### config.mk
export PLATFORM = sky130hd
export DESIGN_NAME = ha_carry_resolver
export DESIGN_NICKNAME = d
export VERILOG_FILES = /design/src/rtl/ha_carry_resolver.sv
export SDC_FILE = /design/constraint.sdc
export NUM_CORES = 1
export LEC_CHECK = 0
export ABC_AREA = 1
export CAP_MARGIN = 20
export CELL_PAD_IN_SITES_DETAIL_PLACEMENT = 0
export CELL_PAD_IN_SITES_GLOBAL_PLACEMENT = 1
export CORE_MARGIN = 3
export CORE_UTILIZATION = 35
export DETAILED_ROUTE_END_ITERATION = 10
export PLACE_DENSITY_LB_ADDON = 0.05
export SYNTH_ARGS = -nofsm -noshare
export SYNTH_HDL_FRONTEND = slang
export SYNTH_SLANG_ARGS = --single-unit
export TNS_END_PERCENT = 1
### constraint.sdc
create_clock -name clk -period 2.5 [get_ports clk]
set_input_delay 0.375 -clock clk [delete_from_list [all_inputs] [get_ports clk]]
set_output_delay 0.375 -clock clk [all_outputs]
set_load 0.03 [all_outputs]
### src/rtl/ha_carry_resolver.sv
// ha_carry_resolver
//   Resolves a half-adder sum/carry pair into a binary sum. Each clock in BUSY
//   applies one half-adder reduction (s ^= c, c = (s & c) << 1) until the carry
//   vector is zero. The sum is then latched and held until the consumer takes it.
//
// Parameters
//   N          operand width in bits (N >= 1)
//
// Ports
//   clk        rising-edge clock
//   rst_n      asynchronous active-low reset
//   in_valid   operand pair a/b present
//   in_ready   block can accept an operand pair (high in IDLE)
//   a, b       N-bit addends, sampled only on the acceptance edge
//   out_valid  result present (high in DONE)
//   out_ready  consumer takes the result
//   result     N+1-bit unsigned sum a+b, changes only when a result is produced
//   iter_cnt   ripple iterations used for the current result
//              (present only when HA_CARRY_RESOLVER_ITER_CNT_EN is defined)
//
// Configuration macro
//   HA_CARRY_RESOLVER_ITER_CNT_EN  adds the iteration counter and iter_cnt port

module ha_carry_resolver #(
    parameter int N = 2,
    localparam int CW = $clog2(N + 2)
) (
    input  logic         clk,
    input  logic         rst_n,
    input  logic         in_valid,
    output logic         in_ready,
    input  logic [N-1:0] a,
    input  logic [N-1:0] b,
    output logic         out_valid,
    input  logic         out_ready,
    output logic [N:0]   result
`ifdef HA_CARRY_RESOLVER_ITER_CNT_EN
    ,
    output logic [CW-1:0] iter_cnt
`endif
);

    typedef enum logic [1:0] {
        IDLE = 2'd0,
        BUSY = 2'd1,
        DONE = 2'd2
    } state_t;

    state_t state, state_n;

    logic [N:0] s;
    logic [N:0] c;
    logic [N:0] sc;

    assign sc = s & c;

    // ------------------------------------------------------------------
    // State register
    // ------------------------------------------------------------------
    // NOTE: clocked state uses non-blocking (<=) so every register samples
    // pre-edge values and simulation matches the synthesised flops.
    always_ff @(posedge clk or negedge rst_n) begin
        if (!rst_n) state <= IDLE;
        else        state <= state_n;
    end

    // ------------------------------------------------------------------
    // Next-state and handshake outputs
    // ------------------------------------------------------------------
    // NOTE: every output of this block is given a default first, so no path
    // through the case leaves a signal unassigned and no latch is inferred.
    always_comb begin
        state_n   = state;
        in_ready  = 1'b0;
        out_valid = 1'b0;
        case (state)
            IDLE: begin
                in_ready = 1'b1;
                if (in_valid) state_n = BUSY;
            end
            BUSY: begin
                if (c == '0) state_n = DONE;
            end
            DONE: begin
                out_valid = 1'b1;
                // Release goes to IDLE; acceptance is only evaluated in IDLE,
                // so a pair can never be taken on the releasing edge.
                if (out_ready) state_n = IDLE;
            end
            default: state_n = IDLE;  // unused encoding recovers in one edge
        endcase
    end

    // ------------------------------------------------------------------
    // Datapath: sum/carry reduction and result latch
    // ------------------------------------------------------------------
`ifdef HA_CARRY_RESOLVER_ITER_CNT_EN
    logic [CW-1:0] cnt;
`endif

    always_ff @(posedge clk or negedge rst_n) begin
        if (!rst_n) begin
            s      <= '0;
            c      <= '0;
            result <= '0;
`ifdef HA_CARRY_RESOLVER_ITER_CNT_EN
            cnt      <= '0;
            iter_cnt <= '0;
`endif
        end else begin
            case (state)
                IDLE: begin
                    if (in_valid) begin
                        s <= {1'b0, a ^ b};
                        c <= {a & b, 1'b0};
`ifdef HA_CARRY_RESOLVER_ITER_CNT_EN
                        cnt <= '0;
`endif
                    end
                end
                BUSY: begin
                    if (c != '0) begin
                        s <= s ^ c;
                        // Bit N of s&c is always zero because a+b fits in
                        // N+1 bits, so dropping it never loses the MSB carry.
                        c <= {sc[N-1:0], 1'b0};
`ifdef HA_CARRY_RESOLVER_ITER_CNT_EN
                        cnt <= cnt + 1'b1;
`endif
                    end else begin
                        result <= s;
`ifdef HA_CARRY_RESOLVER_ITER_CNT_EN
                        iter_cnt <= cnt;
`endif
                    end
                end
                default: ;  // DONE and unused encodings: hold everything
            endcase
        end
    end

endmodule
======== After elaboration in Yosys (flattened, before gate mapping) ========
Cells that the tools add are included.
storage, ports and cells
  register bits after elaboration ......... 11
  output and inout port bits .............. 5
  word-level logic and storage cells ...... 34
operators by class
  equality and inequality tests ........... 6
  mux-type cells .......................... 12
  bitwise operators ....................... 5
  reduce and logical (&&, ||, !) cells .... 7
operators with widths
  operator                                        count
  two-way mux 3 bit                               4
  one-hot mux 3 bit (2 select lines)              2
  != test 2 bit (second input constant)           4
  two-way mux 2 bit                               3
  one-hot mux 2 bit (3 select lines)              1
  AND reduction 3 bit                             2
  AND 2 bit                                       2
  zero test 3 bit                                 1
  nonzero test 3 bit                              1
  XOR 3 bit                                       1
  == test 2 x 1 -> 1 bit (second input constant)  1
  == test 2 bit (second input constant)           1
  zero test 2 bit                                 1
  two-way mux 1 bit                               2
  AND reduction 2 bit                             1
  nonzero test 2 bit                              1
  XOR 2 bit                                       1
  inverter 1 bit                                  1

======== Depth between registers and ports, before layout ========
  word-level depth ........................ 3
  depth in mapped cells ................... 6

======== Worst setup path after synthesis ========
Ideal clock, no wire load.
  path kind ............................... flip-flop to flip-flop
  start point ............................. register state[0]
  end point ............................... register s[2]
  arrival time ............................ 1.315 ns
  data required time ...................... 2.435 ns
  slack ................................... 1.120 ns
  cell stages (with the launch flop) ...... 6
  path through ............................ dfrtp_1 nor2_1 nand2_2 nand2_2 nand2_1 nand2_1
on the way
  longest elaborated chain between the ends .. 3
ends and longest elaborated chain
  what                                                                  line  RTL
  start: declaration                                                    49    state_t state, state_n;
  start signal: assignment                                              64    else state <= state_n;
  == test 2 x 1 -> 1 bit or zero test 2 bit (tied branches)             111   case (state)
  != test 2 bit (no source line) or nonzero test 2 bit (tied branches)  -
  AND reduction 3 bit (no source line)                                  -
  end signal: assignment                                                114   s <= {1'b0, a ^ b};
  end signal: assignment                                                123   s <= s ^ c;
  end: declaration                                                      51    logic [N:0] s;
Several ways; a longest one is shown, not always the timed one.
A chain may end at the register's enable or synchronous reset.

======== Worst setup path after layout ========
  start point ............................. register state[0]
  end point ............................... output port in_ready
on the way
  longest elaborated chain between the ends .. 2
ends and longest elaborated chain
  what               line  RTL
  zero test 2 bit    76    case (state)
  two-way mux 1 bit  76
  end: declaration   31    output logic in_ready,
No other way between the ends.

==> impl_metrics.yaml <==
global_routing:
  grt_start_max_net_pins: 11
  grt_use_total_pct: 12.5
  grt_first_pass_wirelength_um: 1700
  vias_in_the_first_global_route: 406
  antenna_found_initial: 0
  total_overflow_reported_by_the_global_router: 0
cells_and_area:
  layout.nets: 91
  stdcell_area_um2: 686
  multiInputGateArea_um2: 238
  num-fill-cells: 154
  post_route_cells_drive_above_1_share_pct: 11.4
  utilization_after_layout_pct: 51.4
  final_common_cell: "sky130_fd_sc_hd__nand2_1"
  ff_latch_area_um2: 250
  antennaDiodeCount: 0
  area_growth_pct: 34.3
  final_cell_mix: "26 x sky130_fd_sc_hd__nand2_1, 12 x sky130_fd_sc_hd__clkdlybuf4s50_1, 10 x sky130_fd_sc_hd__dfrtp_1, 7 x sky130_fd_sc_hd__nand3_1, 5 x sky130_fd_sc_hd__inv_1"
worst_setup_path:
  critPathArrivalTime_ps: 1570
  critPathKind: "reg2out"
  reg2reg_slack_ps: 1440
  critical_path.endpoint_type: "output pin"
  critical_path_required_ps: 2120
  worst_setup_path_start_kind: "flop"
  critical_path.max_fanout: 7
floorplan:
  initial_core_util_pct: 38.3
  die_h_um: 44.2
  floorplan.core_area_um2: 1330
  die_width_um: 44.2
  core.rowCount: 13
  dieArea_um2: 1950
  io_pins: 13
synth:
  sequential_area_share_after_synthesis_pct: 49.0
  synth.lib_cells_used.distinct: 11
  yosys_warnings: 0
  syn-cell-area_um2: 510
  syn-num-nets: 74
  synth.avg_cell_area_um2: 8.10
  postSynthRegisterBits: 10
  synthesis.instances: 63
clock_tree:
  ctsHoldBuffers: 0
  tritoncts.num_buffers: 3
  cts_root_buffer: "sky130_fd_sc_hd__clkbuf_4"
  cts.repair.resized: 0
  tritoncts: "built"
  cts.clk_slew.worst_paths_ps: 60
  clock_sink_count: 10
  cts_max_level: 1
  clock_latency_at_the_later_pin_of_the_worst_skew_pair_ps: 260
  postCtsSetupRepairBufs: 0
  cts-root-to-sink-buffers: 2
place:
  dpl-instance-area_um2: 649
  detailedPlace.worstSlack_ps: 837
  final_weighted_congestion_of_routability_driven_global_placement: 0.733
  dp_hpwl_um: 780
  buffer_ports.inserted: 12
detailed_routing:
  routed_wirelength_um: 961
  viasPerCell: 4.59
  dr_total_vias: 431
  drc_errors: 0
  drt_first_pass_iters: 3
  violation_count_after_the_first_detailed_routing_iteration: 6
  maxUsedRoutingLayer: "met4"
  detail_route.wl_per_cell_um: 10.2
  wl_met2_um: 429
  route.layer.met1.wl_um: 462
  routed-wl-met3_um: 64
  postRouteAntennaNets: 0
sta:
  timing.final.max_slew_violations: 0
  tightestPinTransition_ps: 446
  finalWorstSetupSlack_ps: 557
  rsz_0062_raised_after_global_routing: "false"
  maxSlewHeadroom_pct: 70.2
  clock_skew_ps: 1.57
  setup_viol_count_final: 0
  timing_hold_violations_final: 0
  finalCriticalPeriod_ps: 1940
  setup_tns_final_ps: 0
  layout_worst_path_cycle_share_pct: 77.7
  timing.fmax_mhz: 515
job:
  drv_cap: 0
power_and_ir_drop:
  switchingPower_uw: 347
  max-vdd-ir-drop_mv: 0.646
  p_leak_nw: 0.361
  cellPowerDensity_nw_per_um2: 1180
  clock_power_share_pct: 17.7
  pwr-share-comb_pct: 47.0
  switching_fraction_of_total_power_pct: 42.9
  internal_power_uw: 462
  seqPwrFrac_pct: 35.4
min_path:
  min_path_type: "in2async"
status:
  status: "finished, final reports clean"
## stage by stage
step | power (mW) | hold WS, ps | instances
2_1_floorplan | 0.546 | 79.4 | 63
4_1_cts | 0.820 | 425 | 94
5_1_grt | 0.892 | 424 | 94
6_report | 0.808 | 422 | 94
3_5_place_dp | 0.674 | 459 | 90
3_3_place_gp | 0.674 | 458 | 90
## sequential cells by signal, indices dropped and copies added (netlist names)
register	cells
state	2
result	3
c	2
s	3
## critical path, stage by stage (launching register included)
cell and delay, ps:
sky130_fd_sc_hd__dfrtp_1 440, sky130_fd_sc_hd__nor2_1 170, sky130_fd_sc_hd__clkdlybuf4s50_1 690
## kinds of logic (layout without fill, tap and decap cells)
| kind of cell | after synthesis | after routing | share of synthesized area (%) |
|---|---|---|---|
| simple gates | 43 | 43 | 37.7 |
| compound gates | 1 | 1 | 1.47 |
| flops | 10 | 10 | 49.0 |
| fa+ha+maj | 3 | 3 | 7.35 |
| buf+inv | 6 | 22 | 4.41 |
## Yosys cell counts
master	number	area share, %
sky130_fd_sc_hd__nand4_1	3	3.7
sky130_fd_sc_hd__ha_1	3	7.4
sky130_fd_sc_hd__nand3_1	7	6.9
sky130_fd_sc_hd__o31ai_1	1	1.5
sky130_fd_sc_hd__dfrtp_1	10	49
sky130_fd_sc_hd__nand2_1	26	19
sky130_fd_sc_hd__nor2_1	3	2.2
sky130_fd_sc_hd__nand2_2	3	3.7
sky130_fd_sc_hd__nor2_4	1	2.2
sky130_fd_sc_hd__inv_1	5	3.7
sky130_fd_sc_hd__inv_2	1	0.73
## power groups by stage
| stage | sequential, mW | clock [mW] | combinational [mW] |
|---|---|---|---|
| 2_1_floorplan | 0.312 | 0 | 0.234 |
| 3_3_place_gp | 0.290 | 0 | 0.384 |
| 3_5_place_dp | 0.291 | 0 | 0.383 |
| 4_1_cts | 0.288 | 0.148 | 0.385 |
| 5_1_grt | 0.296 | 0.161 | 0.434 |
| 6_report | 0.286 | 0.143 | 0.380 |
## per-layer routing
metal,GRT usage (%),vias to the layer above
met2,18.3,11
met1,15.4,183
met3,7.32,2
met4,3.61,0
li1,-,235
met5,0,-
## layout make-up
type                            instances  share of cell area [%]
Clock buffer                            4                    5.29
Inverter                                6                    3.28
Multi-Input combinational cell         47                    34.7
Sequential cell                        10                    36.5
Tap cell                               15                    2.74
Timing Repair Buffer                   12                    17.5
## final timing paths
kind | from | depth (start not counted) | end
setup reg to reg | c[1] | 5 | s[1]
hold reg to reg | result[2] | 2 | result[2]
hold / removal | rst_n | 1 | c[1]
min in group clk | result[2] | 2 | result[2]
setup / recovery | state[0] | 2 | in_ready
max in group asynchronous | rst_n | 1 | s[0]
Power figures use the tool's default switching activity.
